### config.mk
export PLATFORM = sky130hd
export DESIGN_NAME = latency_measure
export DESIGN_NICKNAME = d
export VERILOG_FILES = /design/src/rtl/latency_measure.sv
export SDC_FILE = /design/constraint.sdc
export NUM_CORES = 1
export LEC_CHECK = 0
export ABC_AREA = 1
export ABC_CLOCK_PERIOD_IN_PS = 2100
export BUFFER_PORTS_ARGS = -buffer_cell sky130_fd_sc_hd__buf_2
export CAP_MARGIN = 25
export CELL_PAD_IN_SITES_DETAIL_PLACEMENT = 1
export CELL_PAD_IN_SITES_GLOBAL_PLACEMENT = 1
export CORE_MARGIN = 5
export CORE_UTILIZATION = 42
export DETAILED_ROUTE_END_ITERATION = 6
export PLACE_DENSITY_LB_ADDON = 0.05
export SETUP_SLACK_MARGIN = 0.02
export SYNTH_ARGS = -nofsm -noshare
export SYNTH_HDL_FRONTEND = slang
export SYNTH_SLANG_ARGS = --single-unit
### constraint.sdc
create_clock -name clk -period 2.1 [get_ports clk]
set_clock_uncertainty 0.1 [all_clocks]
set_input_delay 0.42 -clock clk [delete_from_list [all_inputs] [get_ports clk]]
set_output_delay 0.42 -clock clk [all_outputs]
set_load 0.02 [all_outputs]
### src/rtl/latency_measure.sv
// -----------------------------------------------------------------------------
// latency_measure
//
// Measures the number of clk cycles between a rising edge on ref_in and the
// next rising edge on echo_in. A measurement is armed by a one-cycle start
// pulse. The result is published on lat_out with a one-cycle lat_valid pulse.
// If no echo arrives before the counter saturates, the measurement is dropped
// and timeout pulses instead.
//
// Optional feature (macro LATENCY_MEASURE_AVG_EN):
//   When defined, four consecutive completed measurements are summed. Only
//   every 4th completion updates lat_out, with the truncated mean sum>>2, and
//   pulses lat_valid. A timeout or a reset clears the partial sum.
//
// Parameters:
//   LSIZE      width of the latency counter and of lat_out (bits)
//
// Ports:
//   clk        clock; all logic runs on its rising edge
//   rst        asynchronous, active-high reset
//   start      one-cycle request to arm a measurement (ignored while busy)
//   ref_in     stimulus level, synchronous to clk
//   echo_in    returned level, synchronous to clk
//   lat_out    last published latency in clk cycles; holds between updates
//   lat_valid  one-cycle pulse in the cycle lat_out shows a new value
//   busy       high while a measurement is armed (WAIT_REF) or counting (COUNT)
//   timeout    one-cycle pulse when a measurement is aborted
// -----------------------------------------------------------------------------
module latency_measure #(
    parameter int LSIZE = 10
) (
    input  logic             clk,
    input  logic             rst,
    input  logic             start,
    input  logic             ref_in,
    input  logic             echo_in,
    output logic [LSIZE-1:0] lat_out,
    output logic             lat_valid,
    output logic             busy,
    output logic             timeout
);

    typedef enum logic [1:0] {
        IDLE,
        WAIT_REF,
        COUNT,
        DONE
    } state_t;

    state_t           state;
    state_t           state_next;
    logic [LSIZE-1:0] cnt;
    logic [LSIZE-1:0] cnt_next;
    logic [LSIZE-1:0] meas;
    logic             ref_d;
    logic             echo_d;
    logic             ref_rise;
    logic             echo_rise;
    logic             capture;
    logic             abort;

    assign ref_rise  = ref_in & ~ref_d;
    assign echo_rise = echo_in & ~echo_d;

    // Result is the distance from the ref-rise cycle to the echo-rise cycle.
    // The counter is 0 in the first COUNT cycle, so the echo cycle adds one.
    // An echo in the very cycle the counter is all-ones wraps to 0; the
    // counter width sets the measurable range.
    assign meas = cnt + LSIZE'(1);

    assign busy = (state == WAIT_REF) || (state == COUNT);

    // NOTE: sequential state uses non-blocking (<=) so every register samples
    // the pre-edge values; blocking here would create order-dependent races.
    always_ff @(posedge clk or posedge rst) begin
        if (rst) begin
            state <= IDLE;
        end else begin
            state <= state_next;
        end
    end

    // NOTE: every signal driven here gets a default first so no path leaves
    // it unassigned, which would otherwise infer a latch.
    always_comb begin
        state_next = state;
        cnt_next   = cnt;
        capture    = 1'b0;
        abort      = 1'b0;
        case (state)
            IDLE: begin
                if (start) begin
                    state_next = WAIT_REF;
                end
            end
            WAIT_REF: begin
                // A coincident echo rise is deliberately ignored here.
                if (ref_rise) begin
                    cnt_next   = '0;
                    state_next = COUNT;
                end
            end
            COUNT: begin
                // Further ref rises are ignored; only the echo matters now.
                if (echo_rise) begin
                    capture    = 1'b1;
                    state_next = DONE;
                end else if (cnt == '1) begin
                    abort      = 1'b1;
                    state_next = IDLE;
                end else begin
                    cnt_next = cnt + LSIZE'(1);
                end
            end
            DONE: begin
                state_next = IDLE;
            end
            default: begin
                state_next = IDLE;
            end
        endcase
    end

`ifdef LATENCY_MEASURE_AVG_EN
    logic [LSIZE+1:0] sum;
    logic [LSIZE+1:0] sum_total;
    logic [1:0]       idx;

    assign sum_total = sum + {2'b00, meas};
`endif

    // lat_out and lat_valid are loaded on the edge that enters DONE, so both
    // are visible together for exactly the DONE cycle. capture and abort are
    // mutually exclusive, so lat_valid and timeout never coincide.
    // NOTE: every register, edge detectors included, is cleared by reset so a
    // level held high across reset is seen as a fresh rise afterwards.
    always_ff @(posedge clk or posedge rst) begin
        if (rst) begin
            ref_d     <= 1'b0;
            echo_d    <= 1'b0;
            cnt       <= '0;
            lat_out   <= '0;
            lat_valid <= 1'b0;
            timeout   <= 1'b0;
`ifdef LATENCY_MEASURE_AVG_EN
            sum       <= '0;
            idx       <= '0;
`endif
        end else begin
            ref_d   <= ref_in;
            echo_d  <= echo_in;
            cnt     <= cnt_next;
            timeout <= abort;
`ifdef LATENCY_MEASURE_AVG_EN
            lat_valid <= 1'b0;
            if (abort) begin
                sum <= '0;
                idx <= '0;
            end else if (capture) begin
                if (idx == 2'd3) begin
                    lat_out   <= sum_total[LSIZE+1:2];
                    lat_valid <= 1'b1;
                    sum       <= '0;
                    idx       <= '0;
                end else begin
                    sum <= sum_total;
                    idx <= idx + 2'd1;
                end
            end
`else
            lat_valid <= capture;
            if (capture) begin
                lat_out <= meas;
            end
`endif
        end
    end

endmodule

# ---- Yosys cells after proc, flatten, opt, wreduce, memory -nomap -nowiden
# Cells that the tools add are included.
dict set report totals {
  register_bits 26
  inputBits 5
  output_inout_bits 13
  elab_cells 40
}
dict set report classes {
  n_addsub 1
  eq_ne 9
  n_mux 14
  n_bitwise 4
  n_reduce_logical 5
}
# cell n
set ops {}
lappend ops {{$mux 10} 3}
lappend ops {{$pmux 10 s2} 1}
lappend ops {{$add 10x1->10 const B} 1}
lappend ops {{$eq 10x10->1 const B} 1}
lappend ops {{$mux 2} 4}
lappend ops {{$ne 2x2->1 const B} 4}
lappend ops {{$pmux 2 s4} 1}
lappend ops {{$mux 1} 5}
lappend ops {{$eq 2x2->1 const B} 2}
lappend ops {{$reduce_and 4->1} 1}
lappend ops {{$ne 3x2->1 const B} 1}
lappend ops {{$reduce_and 3->1} 1}
lappend ops {{$and 1x1->1} 2}
lappend ops {{$eq 2x1->1 const B} 1}
lappend ops {{$logic_not 2->1} 1}
lappend ops {{$not 1->1} 2}
lappend ops {{$reduce_bool 2->1} 1}
lappend ops {{$logic_or 1x1->1} 1}

# ---- Longest topological paths before layout
# Gate-level depths: netlist of run 1.
dict set report depth {
  word_depth 4
  depth_mapped 11
}

# ---- Worst setup path before layout of run 1
# No wires, ideal clock.
dict set report synth_timing {
  kind {flip-flop to flip-flop}
  from {reg state[0]}
  to {reg cnt[0]}
  t_arrival_ns 1.404
  path_slack_ns 0.479
  stages_incl_launch_ff 11
  n_path_buf 2
  period_less_slack_ns 1.621
  path_cell_list {dfrtp_1 -> inv_1 -> ha_1 -> buf_6 -> nand2_2 -> nand2_1 -> nor2_2 -> nand2_4 -> buf_12 -> nand2_1 -> o21ai_2}
}
dict set report synth_between {
  elab_chain_len 3
  word_cells_on_any_way 8
  cone_classes {eq/ne (5); mux (1); reduce/logical (2)}
}
# element line
set synth_rtl {}
lappend synth_rtl {{start, declared} 50} ;# state_t state;
lappend synth_rtl {{start signal, assigned} 79} ;# state <= state_next;
lappend synth_rtl {{$eq 2x2->1 or $eq 2x1->1 (tied branches)} 90} ;# case (state)
lappend synth_rtl {{$ne 2x2->1 (no source line) or $reduce_bool 2->1 (tied branches)} n/a}
lappend synth_rtl {{$reduce_and 4->1 (no source line)} n/a}
lappend synth_rtl {{end signal, assigned} 152} ;# cnt <= cnt_next;
lappend synth_rtl {{end, declared} 52} ;# logic [LSIZE-1:0] cnt;
# Several ways; a longest one is shown, not always the timed one.
# A chain may end at the register's enable or synchronous reset.

# ---- Final worst setup path of run 1
dict set report layout_timing {
  from {reg state[1]}
  to {out busy}
}
dict set report layout_between {
  elab_chain_len 2
  word_cells_on_any_way 3
  cone_classes {eq/ne (2); reduce/logical (1)}
}
# element line
set layout_rtl {}
lappend layout_rtl {{$eq 2x1->1 or $eq 2x2->1 (tied branches)} 71} ;# assign busy = (state == WAIT_REF) || (state == COUNT);
lappend layout_rtl {{$logic_or 1x1->1 (*)} 71}
lappend layout_rtl {{end, declared} 39} ;# output logic busy,
# Mark *: on every way between the ends. The rest lies on a longest branch, timed or not.

==> results of run 1 <==
## final cells by class
cell class                 count  share of cell area, %
sequential                    26                   42.7
multi-input combinational    116                   39.6
tap                           44                   3.61
timing repair buffer          20                   7.05
inverter                      19                   4.68
clock buffer                   4                   2.38
## metrics by stage
step | power (mW) | cells | setup slack, ns | hold WS (ns) | cell area [sq um]
floorplan | 1.04 | 164 | 0.479 | 0.351 | 1360
global placement | 1.09 | 225 | 0.499 | 0.357 | 1490
detailed placement | 1.12 | 225 | 0.397 | 0.361 | 1490
CTS | 1.39 | 229 | 0.253 | 0.0197 | 1530
global route | 1.47 | 229 | 0.187 | 0.0497 | 1530
finish | 1.36 | 229 | 0.277 | 0.00927 | 1530
## flip-flops by register name, summed over array words and instances, names as in the netlist
name	flops
ref_d	1
echo_d	1
lat_out	10
lat_valid	1
cnt	10
timeout	1
state	2
## metal layers
layer	GRT usage (%)	vias up	routed length (um)
li1	-	551	-
met1	19.0	525	1390
met2	29.5	12	1580
met3	2.70	4	84
met4	4.56	0	33
met5	0	-	0
## cell usage in the layout (no fill, tap or decap), types with 2 or more instances in the layout
| cell | instances |
|---|---|
| a21oi_1 | 2 |
| buf_2 | 17 |
| buf_4 | 3 |
| clkbuf_4 | 3 |
| dfrtp_1 | 26 |
| ha_1 | 4 |
| inv_1 | 15 |
| inv_2 | 3 |
| nand2_1 | 62 |
| nand2_2 | 3 |
| nand3_1 | 12 |
| nor2_1 | 8 |
| nor2_2 | 2 |
| o21ai_0 | 2 |
| o21ai_1 | 5 |
| o21ai_2 | 7 |
| xor2_1 | 2 |
## power by group through the flow
stage               sequential (mW)  clock (mW)  combinational [mW]
global route                  0.598       0.290               0.582
CTS                           0.591       0.273               0.525
detailed placement            0.602           0               0.520
finish                        0.590       0.258               0.511
floorplan                     0.618           0               0.424
global placement              0.593           0               0.493
## worst min-delay path, stage by stage
cell and delay (ns):
buf_2 0.10, inv_1 0.04, buf_4 0.31
## cell usage after synthesis (all sizes together)
cell / instances / area share (%)
nand2: 66 / 19
dfrtp: 26 / 48
inv: 18 / 5.0
o21ai: 14 / 7.1
nand3: 13 / 5.1
nor2: 11 / 4.0
ha: 4 / 3.7
a21oi: 2 / 0.74
buf: 2 / 2.3
xor2: 2 / 1.3
clkbuf: 1 / 0.28
clkinv: 1 / 0.28
nand4: 1 / 1.6
o211ai: 1 / 0.55
or2: 1 / 0.46
xnor2: 1 / 0.64
## logic make-up after synthesis
group / after synthesis / share of synthesized area (%)
compound gates: 17 / 8.36
xor+xnor: 3 / 1.93
fa+ha+maj: 4 / 3.68
buf+inv: 22 / 7.81
flops: 26 / 47.8
simple gates: 92 / 30.4
## worst max path at each step
stage | start | cells past startpoint | endpoint
after floorplan | state[0] | 10 | cnt[0]
after global placement | state[0] | 8 | cnt[2]
after detailed placement | state[0] | 8 | cnt[2]
after CTS | state[1] | 3 | busy
after global routing | state[1] | 3 | busy
final | state[1] | 3 | busy
==> results.sh, run 1 <==
export IMPL_diodes=0
export IMPL_path_buf_inv=2
export IMPL_synth_yosys_seq_area_share_pct=47.8
export IMPL_multiInputGateArea_sq_um=604
export IMPL_reg2reg_depth=8
export IMPL_combPwrFrac_pct=37.6
export IMPL_antenna_found_initial=0
export IMPL_cts_max_level=1
export IMPL_regArea_sq_um=651
export IMPL_cp_data_arrival_time_ns=1.30
export IMPL_core_sq_um=3080
export IMPL_initial_utilization_pct=44.2
export IMPL_fin_util_pct=49.6
export IMPL_ys_ff_latch=26
export IMPL_gp_congestion=0.780
export IMPL_r2r_end="cnt[4]"
export IMPL_clock_latency_ns=0.33
export IMPL_rows=20
export IMPL_clkSinkCount=26
export IMPL_drive_above_1_share_pct=23.2
export IMPL_cts_root_buf="clkbuf_4"
export IMPL_power_leakage_nw=0.809
export IMPL_slowest_stage="dfrtp_1"
export IMPL_die_x_um=66.9
export IMPL_hold_viol_final=0
export IMPL_dr_pass1_iters=4
export IMPL_grt_util_all_layers_pct=16.0
export IMPL_cts_buffer_depth=2
export IMPL_outcome="complete, no violations"
export IMPL_finalNetCount=195
export IMPL_switching_share_pct=40.4
export IMPL_vias_per_cell=4.77
export IMPL_critical_path_top_delay_family="flip-flops"
export IMPL_critPathMaxStageDelay_ns=0.44
export IMPL_sequentialPowerShare_pct=43.4
export IMPL_finalCritPeriodShare_pct=86.8
export IMPL_slew_violations=0
export IMPL_grt_pass1_vias=1183
export IMPL_r2r_start="state[0]"
export IMPL_drt_iter0_markers=48
export IMPL_grt_pass1_wl_um=5410
export IMPL_yosys_warnings=0
export IMPL_drc_errors=0
export IMPL_cts_tree="built"
export IMPL_start_kind="flip-flop"
export IMPL_post_synth_cell_area_avg_sq_um=8.30
export IMPL_end_kind="primary output"
export IMPL_grt_max_degree=27
export IMPL_p_sw_mw=0.549
export IMPL_dp_hpwl_um=2350
export IMPL_grt_setup_unrepaired="no"
export IMPL_fillers=392
export IMPL_ctsResizeCount=0
export IMPL_clk_pin_slew_ns=0.15
export IMPL_p_int_mw=0.810
export IMPL_worst_slew_pin_slew_ns=0.338
export IMPL_ant_nets=0
export IMPL_overflow=0
export IMPL_powerDensity_nw_per_um2=891
export IMPL_r2r_slack_ns=0.39
export IMPL_syn_area_sq_um=1360
export IMPL_post_cts_setup_buffers=0
export IMPL_cp_data_required_time_ns=1.58
export IMPL_path_max_fanout=4
export IMPL_fin_crit_ns=1.82
export IMPL_cts_buffers=3
export IMPL_relSlewSlack_pct=77.5
export IMPL_ctsHoldBuffers=0
export IMPL_die_h_um=66.9
export IMPL_synth_net_count=173
export IMPL_finalSetupTns_ns=0
export IMPL_syn_instance_count=164
export IMPL_maxCapViolations=0
export IMPL_die_area_sq_um=4480
export IMPL_hp_class="in2async"
export IMPL_crit_chain="inv_1, ha_1, buf_2"
export IMPL_criticalPathCategory="reg2out"
export IMPL_setup_violations=0
export IMPL_wire_per_inst_um=13.5
export IMPL_via_count=1092
export IMPL_max_freq_ghz=0.549
export IMPL_pwr_share_clk_pct=19.0
export IMPL_wl_um=3090
export IMPL_port_buffers=17
export IMPL_synthDistinctLibCells=25
export IMPL_vdd_drop_max_mv=0.579
export IMPL_pin_count=18
export IMPL_area_growth_pct=12.0
(Power assumes the default switching activity.)
==> inputs of run 2 (changes only) <==
--- a/config.mk
+++ b/config.mk
@@ -13,7 +13,9 @@
 export CELL_PAD_IN_SITES_GLOBAL_PLACEMENT = 1
 export CORE_MARGIN = 5
 export CORE_UTILIZATION = 42
+export CTS_BUF_LIST = sky130_fd_sc_hd__clkbuf_16
 export DETAILED_ROUTE_END_ITERATION = 6
+export GPL_ROUTABILITY_DRIVEN = 0
 export PLACE_DENSITY_LB_ADDON = 0.05
 export SETUP_SLACK_MARGIN = 0.02
 export SYNTH_ARGS = -nofsm -noshare
==> run 2 against run 1 <==
  * Global-route usage rose by 0.11 points
  * Sequential power barely moved
  * Register-to-register slack improved by 0.02 ns
  * Power rose by 12%
  * Critical path depth did not move
  * Cell area rose by 2.8%
  * Worst setup slack improved by 0.099 ns
  * Flip-flop and latch count did not move
==> results.sh, run 2 (synthesized netlist as in run 1, its figures left out) <==
export IMPL_via_count=1093
export IMPL_finalSetupTns_ns=0
export IMPL_max_freq_ghz=0.580
export IMPL_start_kind="flip-flop"
export IMPL_cts_tree="built"
export IMPL_antenna_found_initial=0
export IMPL_die_h_um=66.9
export IMPL_final_cell_mix="62 x nand2_1, 26 x dfrtp_1, 17 x buf_2, 15 x inv_1, 12 x nand3_1"
export IMPL_r2r_start="state[0]"
export IMPL_clkSinkCount=26
export IMPL_dp_hpwl_um=2350
export IMPL_die_area_sq_um=4480
export IMPL_grt_util_all_layers_pct=16.2
export IMPL_ant_nets=0
export IMPL_worst_slew_pin_slew_ns=0.339
export IMPL_reg2reg_depth=8
export IMPL_grt_pass1_wl_um=5510
export IMPL_cp_data_arrival_time_ns=1.20
export IMPL_grt_pass1_vias=1194
export IMPL_drive_above_1_share_pct=22.7
export IMPL_initial_utilization_pct=44.2
export IMPL_drt_iter0_markers=47
export IMPL_finalCritPeriodShare_pct=82.1
export IMPL_powerDensity_nw_per_um2=971
export IMPL_rows=20
export IMPL_cp_data_required_time_ns=1.58
export IMPL_clk_pin_slew_ns=0.07
export IMPL_clock_latency_ns=0.26
export IMPL_wire_per_inst_um=13.7
export IMPL_cts_buffers=3
export IMPL_die_x_um=66.9
export IMPL_ctsHoldBuffers=0
export IMPL_ctsResizeCount=0
export IMPL_end_kind="primary output"
export IMPL_grt_setup_unrepaired="no"
export IMPL_outcome="complete, no violations"
export IMPL_wl_um=3130
export IMPL_slew_violations=0
export IMPL_diodes=0
export IMPL_pin_count=18
export IMPL_hp_class="in2async"
export IMPL_area_growth_pct=15.2
export IMPL_vdd_drop_max_mv=0.552
export IMPL_relSlewSlack_pct=77.4
export IMPL_drc_errors=0
export IMPL_overflow=0
export IMPL_port_buffers=17
export IMPL_r2r_slack_ns=0.41
export IMPL_maxCapViolations=0
export IMPL_setup_violations=0
export IMPL_path_max_fanout=4
export IMPL_dr_pass1_iters=4
export IMPL_hold_viol_final=0
export IMPL_post_cts_setup_buffers=0
export IMPL_fin_crit_ns=1.72
export IMPL_grt_max_degree=27
export IMPL_vias_per_cell=4.77
export IMPL_r2r_end="cnt[4]"
export IMPL_final_common_cell="nand2_1"
export IMPL_cts_buffer_depth=2
export IMPL_power_leakage_nw=0.827
export IMPL_cts_max_level=1
export IMPL_cts_root_buf="clkbuf_16"
export IMPL_core_sq_um=3080
export IMPL_criticalPathCategory="reg2out"
export IMPL_largest_registers="cnt: 10 flops, lat_out: 10 flops, state: 2 flops"
export IMPL_finalNetCount=195
export IMPL_fin_util_pct=50.9
-- run 2: metal layers --
metal	track usage (%)	wire length (um)
met5	0	0
met4	4.56	19
met1	19.5	1420
met2	29.6	1620
met3	2.19	72
-- run 2: where the power goes --
group | leakage (nW) | switching, mW | internal (mW)
Clock | 0.0385 | 0.168 | 0.255
Combinational | 0.435 | 0.356 | 0.152
Sequential | 0.353 | 0.0384 | 0.552
-- run 2: how the worst max path moves through the flow --
stage | startpoint | to | slack [ns] | cells after the start
after CTS | state[1] | busy | 0.36 | 3
final | state[1] | busy | 0.38 | 3
after global placement | state[0] | cnt[2] | 0.50 | 8
after detailed placement | state[0] | cnt[2] | 0.40 | 8
after global routing | state[0] | cnt[4] | 0.25 | 8
after floorplan | state[0] | cnt[0] | 0.48 | 10
-- run 2: stage by stage --
stage / cells / area, sq um / hold slack (ns) / setup WS [ns] / total power, mW
after global placement: 225 / 1490 / 0.357 / 0.499 / 1.09
after detailed placement: 225 / 1490 / 0.361 / 0.397 / 1.12
after CTS: 229 / 1570 / 0.120 / 0.360 / 1.55
after floorplan: 164 / 1360 / 0.351 / 0.479 / 1.04
after global routing: 229 / 1570 / 0.153 / 0.249 / 1.64
final: 229 / 1570 / 0.104 / 0.376 / 1.52
-- run 2: layout make-up --
cell class / count / area [sq um]
well taps: 44 / 55.1
multi-input cells: 116 / 604
repair buffers: 20 / 108
fillers: 392 / 1510
inverters: 19 / 71.3
flip-flops and latches: 26 / 651
clock inverters: 1 / 3.75
clock buffers: 3 / 75.1
-- run 2: worst max-delay path, stage by stage, from the launching register on --
cell and delay, ns:
dfrtp_1 0.41, inv_1 0.13, ha_1 0.24, buf_2 0.16
